`src/rtl/receptor_medida_uc.sv`:
```
// Receive-side parser for measurement ("ddd#") and acerto ("A#") frames.
// Optional inter-character timeout: define RECEPTOR_TIMEOUT_EN.
module receptor_medida_uc #(
  parameter int NUM_DIGITS     = 3,
  parameter int TIMEOUT_CICLOS = 50000000
) (
  input  logic                    clock,
  input  logic                    reset,
  input  logic                    pronto_rx,
  input  logic [6:0]              dado_rx,
  output logic [4*NUM_DIGITS-1:0] medida,
  output logic                    medida_valida,
  output logic                    acertou,
  output logic                    erro,
  output logic [3:0]              db_estado
);

  localparam int W  = 4 * NUM_DIGITS;
  localparam int CW = $clog2(NUM_DIGITS + 1);

  typedef enum logic [3:0] {
    INICIAL      = 4'd0,
    DIGITOS      = 4'd1,
    ACERTO       = 4'd2,
    REGISTRA     = 4'd3,
    PULSO_ACERTO = 4'd4,
    ERRO_ST      = 4'd5,
    DESCARTA     = 4'd6
  } estado_t;

  estado_t         state_q, state_d;
  logic [W-1:0]    buf_q, buf_d;
  logic [CW-1:0]   cnt_q, cnt_d;
  logic [W-1:0]    medida_q, medida_d;
  logic            eh_digito, eh_fim, eh_a;
  logic [3:0]      bcd;
  logic            estouro;

  // Character classification of the incoming byte
  always_comb begin
    bcd       = dado_rx[3:0];
    eh_digito = (dado_rx[6:4] == 3'b011) && (dado_rx[3:0] <= 4'd9);
    eh_fim    = (dado_rx == 7'h23);
    eh_a      = (dado_rx == 7'h41);
  end

`ifdef RECEPTOR_TIMEOUT_EN
  localparam int TW = $clog2(TIMEOUT_CICLOS + 1);

  logic [TW-1:0] tmo_q, tmo_d;
  logic          espera;

  // Idle-cycle counter; restarts on every character and on state change
  always_comb begin
    espera  = (state_q == DIGITOS) || (state_q == ACERTO) ||
              (state_q == DESCARTA);
    estouro = espera && !pronto_rx &&
              (tmo_q == TW'(TIMEOUT_CICLOS - 1));
    if (!espera || pronto_rx || (state_d != state_q))
      tmo_d = '0;
    else
      tmo_d = tmo_q + TW'(1);
  end

  // Timeout counter register
  always_ff @(posedge clock or posedge reset) begin
    if (reset) tmo_q <= '0;
    else       tmo_q <= tmo_d;
  end
`else
  // Without the timeout the parser waits indefinitely
  assign estouro = 1'b0;
`endif

  // Next-state logic and Moore outputs
  always_comb begin
    state_d       = state_q;
    buf_d         = buf_q;
    cnt_d         = cnt_q;
    medida_d      = medida_q;
    medida_valida = 1'b0;
    acertou       = 1'b0;
    erro          = 1'b0;
    db_estado     = state_q;
    case (state_q)
      INICIAL: begin
        if (pronto_rx) begin
          if (eh_digito) begin
            buf_d   = W'(bcd);
            cnt_d   = CW'(1);
            state_d = DIGITOS;
          end else if (eh_a) begin
            state_d = ACERTO;
          end else begin
            state_d = ERRO_ST;
          end
        end
      end
      DIGITOS: begin
        if (pronto_rx) begin
          if (eh_digito && (cnt_q < CW'(NUM_DIGITS))) begin
            buf_d = W'({buf_q, bcd});
            cnt_d = cnt_q + CW'(1);
          end else if (eh_fim && (cnt_q == CW'(NUM_DIGITS))) begin
            state_d = REGISTRA;
          end else begin
            state_d = ERRO_ST;
          end
        end else if (estouro) begin
          state_d = ERRO_ST;
        end
      end
      ACERTO: begin
        if (pronto_rx)
          state_d = eh_fim ? PULSO_ACERTO : ERRO_ST;
        else if (estouro)
          state_d = ERRO_ST;
      end
      REGISTRA: begin
        medida_d      = buf_q;
        medida_valida = 1'b1;
        state_d       = INICIAL;
      end
      PULSO_ACERTO: begin
        acertou = 1'b1;
        state_d = INICIAL;
      end
      ERRO_ST: begin
        erro    = 1'b1;
        state_d = DESCARTA;
      end
      DESCARTA: begin
        if (pronto_rx) begin
          if (eh_fim) state_d = INICIAL;
        end else if (estouro) begin
          state_d = INICIAL;
        end
      end
      default: begin
        state_d   = INICIAL;
        db_estado = 4'b1111;
      end
    endcase
  end

  // State, digit buffer and measurement registers
  always_ff @(posedge clock or posedge reset) begin
    if (reset) begin
      state_q  <= INICIAL;
      buf_q    <= '0;
      cnt_q    <= '0;
      medida_q <= '0;
    end else begin
      state_q  <= state_d;
      buf_q    <= buf_d;
      cnt_q    <= cnt_d;
      medida_q <= medida_d;
    end
  end

  assign medida = medida_q;

endmodule
```
`config.mk`:
```
export PLATFORM = sky130hd
export DESIGN_NAME = receptor_medida_uc
export DESIGN_NICKNAME = d
export VERILOG_FILES = /design/src/rtl/receptor_medida_uc.sv
export SDC_FILE = /design/constraint.sdc
export NUM_CORES = 1
export LEC_CHECK = 0
export BUFFER_PORTS_ARGS = -buffer_cell sky130_fd_sc_hd__buf_4
export CELL_PAD_IN_SITES_DETAIL_PLACEMENT = 1
export CELL_PAD_IN_SITES_GLOBAL_PLACEMENT = 2
export CORE_AREA = 3 3 70 72
export CTS_BUF_LIST = sky130_fd_sc_hd__clkbuf_2 sky130_fd_sc_hd__clkbuf_4 sky130_fd_sc_hd__clkbuf_8
export DETAILED_ROUTE_END_ITERATION = 6
export DIE_AREA = 0 0 73 75
export HOLD_SLACK_MARGIN = 0.03
export PLACE_DENSITY = 0.73
export RECOVER_POWER = 50
export SKIP_CTS_REPAIR_TIMING = 1
export SYNTH_ARGS = -nofsm -noshare
export SYNTH_HDL_FRONTEND = slang
export SYNTH_SLANG_ARGS = --single-unit
```
`constraint.sdc`:
```
create_clock -name clock -period 1.6 [get_ports clock]
set_input_delay 0.08 -clock clock [delete_from_list [all_inputs] [get_ports clock]]
set_output_delay 0.08 -clock clock [all_outputs]
set_load 0.02 [all_outputs]
```
Word-level counts from Yosys, hierarchy flattened --
Index checks and enable logic that the tools add are counted.
Operators by class: add/sub/neg operators 1, $lt $le $gt $ge 2, eq/ne operators 18, multiplexer cells 25, reductions and logical operators 8
Operator list (count):
- two-way mux 12 bit | 4
- two-way mux 4 bit | 7
- one-hot mux 12 bit (2 select lines) | 1
- one-hot mux 4 bit (5 select lines) | 1
- != test 2 bit (second input constant) | 8
- equality test 4 x 3 -> 1 bit (second input constant) | 3
- two-way mux 3 bit | 3
- equality test 4 x 2 -> 1 bit (second input constant) | 2
- two-way mux 2 bit | 4
- equality test 7 x 6 -> 1 bit (second input constant) | 1
- equality test 7 bit (second input constant) | 1
- OR reduction 7 bit | 1
- AND reduction 6 bit | 1
- AND reduction 5 bit | 1
- equality test 4 x 1 -> 1 bit (second input constant) | 1
- less-or-equal comparator 4 bit (second input constant) | 1
- logical NOT 4 bit | 1
- two-way mux 1 bit | 4
- one-hot mux 2 bit (2 select lines) | 1
- equality test 3 x 2 -> 1 bit (second input constant) | 1
- logical AND 1 bit | 3
- adder 2 x 1 -> 2 bit (second input constant) | 1
- equality test 2 bit (second input constant) | 1
- less-than comparator 2 bit (second input constant) | 1
- nonzero test 2 bit | 1
Word-level totals: bits in registers 30, input port bits 10, output and inout port bits 19, logic and storage cells 58

Longest topological paths before layout --
Gate-level depths: netlist of run 1.
word-level depth 6, gate-level depth with buffers 6, gate-level depth less buffers 5

Worst setup path before layout of run 1 --
Ideal clock, no wire load.
path kind flip-flop to flip-flop, start point register cnt_q[0], end point register buf_q[0], library setup time 125 ps, arrival time 1455 ps, required time 1475 ps, slack 20 ps, cell stages (with the launch flop) 6, path buffers 1, clock period less this slack 1580 ps, cells stage by stage dfrtp_1 > ha_1 > a211oi_2 > nand4_2 > buf_6 > mux2_4
Between the ends: cells in the longest elaborated chain, start to end 4
RTL lines:
- start: declaration | line 33 | logic [CW-1:0] cnt_q, cnt_d;
- start signal: assignment | line 156 | cnt_q <= cnt_d;
- less-than comparator 2 bit | line 101 | if (eh_digito && (cnt_q < CW'(NUM_DIGITS))) begin
- logical AND 1 bit | line 101
- != test 2 bit (no line)
- AND reduction 5 bit (no line)
- end signal: assignment | line 155 | buf_q <= buf_d;
- end: declaration | line 32 | logic [W-1:0] buf_q, buf_d;
Every way passes these cells. A chain may end at the register's enable or synchronous reset.

Worst setup path in the final report of run 1 --
start point register cnt_q[0], end point register buf_q[2]
The elaborated chain is that of the path after synthesis.

==> run metrics, run 1 <==
reg-to-reg startpoint cnt_q[0]; reg2reg end buf_q[2]; PD cells about 1500 nW/um^2; Reg area ~730 sq um; vias per std cell 4.940; GRT Total Usage 0.1307; diodes inserted 0; async set-or-reset flop fraction in the synthesized netlist 1.000; Max H-tree Level 2; layout cells sized above 1 0.3976; syn nets between 100 and 150; Slew Limit Fails 0; unrepaired setup endpoints after global routing yes; hold slack final between 0.06 and 0.07 ns; cell taking the most area after synthesis dfrtp_1; dpl cells between 200 and 250; clock buffer depth 2; TritonCTS clock tree built; full die area between 5000 and 6000 sq um; CP arrival approximately 1.8 ns; Synthesis Warnings 0; WL/cell between 15 and 20 microns; top-count cell post-synth dfrtp_1; ys flop type dfrtp_1; post-synthesis sequential area ratio 0.5221; Rel. slew slack 0.5229; critical path's top delay family flip-flops; setup violators final 0; Congestion Overflow GR 0; final non-filler cell total 218; dominant cells by area after synthesis dfrtp_1, mux2_2, nand2_1; filler cell count in the final layout slightly below 500; DIE WIDTH 73 microns; R2R setup slack between 0.0015 and 0.002 ns; leakage power slightly below 0.9 nW; Yosys top cell area share 0.5221; later-pin clock latency in the skew report between 0.2 and 0.3 ns; CP Capture Type flip-flop; Util after Layout 0.4233; clock skew 0.004288 ns; Commonest cells post-synth dfrtp_1, nand2_1, mux2_2; max_cap viols 0; DP Wirelength approximately 2400 microns; Area Overhead vs Synth 32.58%; Sink Count 29; synthesized flop and latch total 29; row cnt 24; WS Path Type reg2reg; Worst-Margin Slew 0.7156 ns; fin crit period between 1.5 and 2 ns; Avg Inst Size Synth between 10 and 15 sq um; antenna violation net count after detailed routing 0; IO Port Bufs 28; max frequency between 0.6 and 0.7 GHz; RePlAce Congestion 0.8400; Buf/Inv on CP 1; highest-delay cell along the critical path dfrtp_1; CP max stage delay roughly 0.42 ns; drt drc 0; initial core utilization 0.3193; Hold EP buf_q[0]; Post-Route WL roughly 3400 microns; Distinct cells, synth 36; Core ar. between 4000 and 5000 sq um; clock-pin slew on the worst setup and hold paths around 0.06 ns; worst hold stages 2; min-delay src dado_rx[0]; initial antenna violation count 0; synthesized cell area roughly 1400 sq um; worst reg2reg path depth 5; die height ~75 microns; Setup TNS 0 ns; CP max FO 6; crit-path cells ha_4 > a211oi_4 > nand4_4 > buf_6 > mux2_2; vias in the first global route between 1,000 and 1,500; period utilisation layout 0.9988; CTS Buf Count 5; Iter 0 DRT Violations 48; worst path required time 1.76 ns; pin count of the biggest net entering global routing 30; Worst setup SP type flip-flop; area of the multi-input gates between 600 and 700 sq um; CTS Root Cell clkbuf_8; Post-synth EDFFs 0; instance count on the critical path 5; first-pass GRT wire length between 5000 and 6000 microns; status finished clean; Cells after Synth ~120; number of I/O pins 29; VDD IR max slightly above 500 uV; Hold Violations, Final 0; nets@finish between 150 and 200; drt pass-1 iters 2; Min-Delay Path Class in2reg; via count 1,077
-- registers in the layout (all words and copies together), names as in the netlist --
| name | count |
|---|---|
| state_q | 3 |
| medida | 12 |
| buf_q | 12 |
| cnt_q | 2 |
-- per-stage QoR --
step	power [mW]	setup slack, ns	cell area, sq um
detailed placement	2.179	-0.1328	1697
finish	2.799	0.001907	1843
global placement	2.120	-0.01290	1697
CTS	2.778	-0.1381	1783
floorplan	1.750	0.02003	1390
global route	2.984	-0.05138	1843
-- where the power goes --
group / leakage, nW / internal [mW] / total [mW] / switching (mW)
logic: 0.454 / 0.535 / 1.17 / 0.637
clock network: 0.0484 / 0.317 / 0.584 / 0.266
registers: 0.392 / 0.893 / 1.04 / 0.150
-- worst max-delay path by stage --
stage          startpoint       endpoint  slack, ns
3_3_place_gp     cnt_q[0]       buf_q[9]      -0.01
4_1_cts          cnt_q[0]      buf_q[10]      -0.14
5_1_grt        state_q[2]  medida_valida      -0.05
3_5_place_dp     cnt_q[0]      buf_q[10]      -0.13
2_1_floorplan    cnt_q[0]       buf_q[0]       0.02
6_report         cnt_q[0]       buf_q[2]      0.002
-- placed cells by master (no fill, tap or decap), types with 3 or more instances in the layout --
| cell | synthesis | final |
|---|---|---|
| buf_4 | 1 | 30 |
| dfrtp_1 | 29 | 29 |
| nand2_1 | 22 | 22 |
| mux2_2 | 13 | 13 |
| o21ai_0 | 10 | 9 |
| clkbuf_1 | 3 | 6 |
| clkbuf_8 | 0 | 5 |
| inv_1 | 4 | 4 |
| nand3_1 | 4 | 4 |
| nor2_1 | 3 | 3 |
| buf_6 | 2 | 3 |
-- routing by layer --
metal,vias up,track usage,part of all wire
li1,519,-,-
met1,525,0.1359,0.41
met2,23,0.2383,0.53
met3,10,0.03738,0.035
met4,0,0.06762,0.027
met5,-,0,0
-- logic make-up after synthesis --
group                    count (synthesis)  share of synthesized area
AND/OR/NAND/NOR                         41                     0.1647
adder cells (fa/ha/maj)                  1                   0.008999
buffers and inverters                   14                    0.05400
multiplexers                            18                     0.1503
AO/OA/AOI/OAI                           21                    0.09991
flip-flops                              29                     0.5221
-- final cells by class --
class / count / area share
Timing Repair Buffer: 43 / 0.1758
Clock inverter: 2 / 0.005431
Clock buffer: 6 / 0.04141
Multi-Input combinational cell: 81 / 0.3381
Sequential cell: 29 / 0.3938
Tap cell: 52 / 0.03530
Inverter: 5 / 0.01018
Power figures use the tool's default switching activity.
==> run 2: changes to the inputs <==
CORE_AREA = 3 3 71 73   (was 3 3 70 72)
CTS_BUF_LIST = not set   (was sky130_fd_sc_hd__clkbuf_2 sky130_fd_sc_hd__clkbuf_4 sky130_fd_sc_hd__clkbuf_8)
DIE_AREA = 0 0 74 76   (was 0 0 73 75)
PLACE_DENSITY = 0.71   (was 0.73)
==> run metrics, run 2 (synthesized netlist as in run 1, its figures left out) <==
status finished clean; CP max FO 6; period utilisation layout 0.9776; max frequency approximately 0.64 GHz; initial antenna violation count 0; Util after Layout 0.4232; commonest non-fill, non-tap cell in the layout buf_4; Max H-tree Level 2; die height 76 microns; Sink Count 29; Iter 0 DRT Violations 29; Worst-Margin Slew ~0.7 ns; filler cell count in the final layout 490; hold slack final approximately 0.046 ns; CTS Root Cell clkbuf_8; clock skew roughly 0.0057 ns; final non-filler cell total 218; WL/cell 15.02 microns; WS Path Type reg2reg; CP Capture Type flip-flop; GRT Total Usage 0.1234; Area Overhead vs Synth 34.38%; unrepaired setup endpoints after global routing yes; later-pin clock latency in the skew report 0.28 ns; Worst setup SP type flip-flop; VDD IR max about 420 uV; nets@finish approximately 180; DIE WIDTH between 70 and 80 microns; IO Port Bufs 28; RePlAce Congestion 0.7836; Min-Delay Path Class in2reg; TritonCTS clock tree built; worst path required time approximately 1.8 ns; Congestion Overflow GR 0; clock buffer depth 2; leakage power 0.9080 nW; Rel. slew slack 0.5236; max_cap viols 0; commonest cells after routing, fill and taps aside buf_4, dfrtp_1, nand2_1, mux2_2, o21ai_1; pin count of the biggest net entering global routing 30; layout cells sized above 1 0.4337; PD cells around 1500 nW/um^2; number of I/O pins 29; row cnt 24; Core ar. about 4400 sq um; Slew Limit Fails 0; Hold Violations, Final 0; setup violators final 0; vias per std cell 4.977; clock-pin slew on the worst setup and hold paths 0.06 ns; via count approximately 1,100; dpl cells around 210; initial core utilization 0.3149; CTS Buf Count 5; vias in the first global route ~1,100; full die area around 5600 sq um; Post-Route WL 3274 microns; drt drc 0; fin crit period roughly 1.6 ns; diodes inserted 0; drt pass-1 iters 4; Setup TNS 0 ns; CP arrival around 1.7 ns; DP Wirelength roughly 2300 microns; antenna violation net count after detailed routing 0; first-pass GRT wire length ~5400 microns
-- run 2: cell count changes in the layout (fill, tap and decap cells not counted), moves of 2 or more --
cell / delta
o21ai_0: -6
clkinv_2: -2
nand2_2: +4
buf_4: +2
nand2_1: -4
o21ai_1: +5
-- run 2: worst paths after layout --
kind | start | to | slack [ns] | cells after the start
min reg2reg | buf_q[11] | buf_q[11] | 0.48 | 2
min | dado_rx[0] | buf_q[0] | 0.05 | 2
min in group asynchronous | reset | medida[9] | 0.58 | 4
max | cnt_q[0] | buf_q[8] | 0.04 | 6
max reg2reg | cnt_q[0] | buf_q[8] | 0.04 | 6
max in group asynchronous | reset | buf_q[4] | 0.57 | 4
-- run 2: where the power goes --
group          internal [mW]  total [mW]  switching (mW)
clock                  0.340       0.600           0.259
combinational          0.562        1.21           0.644
sequential             0.893        1.02           0.128
-- run 2: worst max-delay path, stage by stage (launching register included) --
cell      delay [ns]
dfrtp_1         0.38
ha_2            0.21
a211oi_4        0.28
nand4_4         0.22
buf_4           0.22
nand2_1         0.05
o21ai_0         0.07
-- run 2: layout make-up --
| type | count | area, sq um | area share |
|---|---|---|---|
| flip-flops and latches | 29 | 725.7 | 0.3885 |
| multi-input cells | 82 | 640.6 | 0.3429 |
| repair buffers | 43 | 331.6 | 0.1775 |
| clock buffers | 7 | 86.33 | 0.04622 |
| well taps | 52 | 65.06 | 0.03483 |
| inverters | 5 | 18.77 | 0.01005 |
-- run 2: metrics by stage --
stage | power (mW) | cell area, sq um | worst slack (ns)
6_report | 2.826 | 1868 | 0.03584
5_1_grt | 3.028 | 1868 | -0.03888
4_1_cts | 2.773 | 1783 | -0.1441
3_5_place_dp | 2.155 | 1697 | -0.1275
3_3_place_gp | 2.123 | 1697 | -0.002445
2_1_floorplan | 1.750 | 1390 | 0.02003
-- run 2: routing by layer --
metal,routed length (microns),up-vias,GRT usage
met3,112,5,0.03958
met1,1361,542,0.1534
met2,1738,24,0.1924
met4,61,0,0.05435
li1,-,514,-
met5,0,-,0
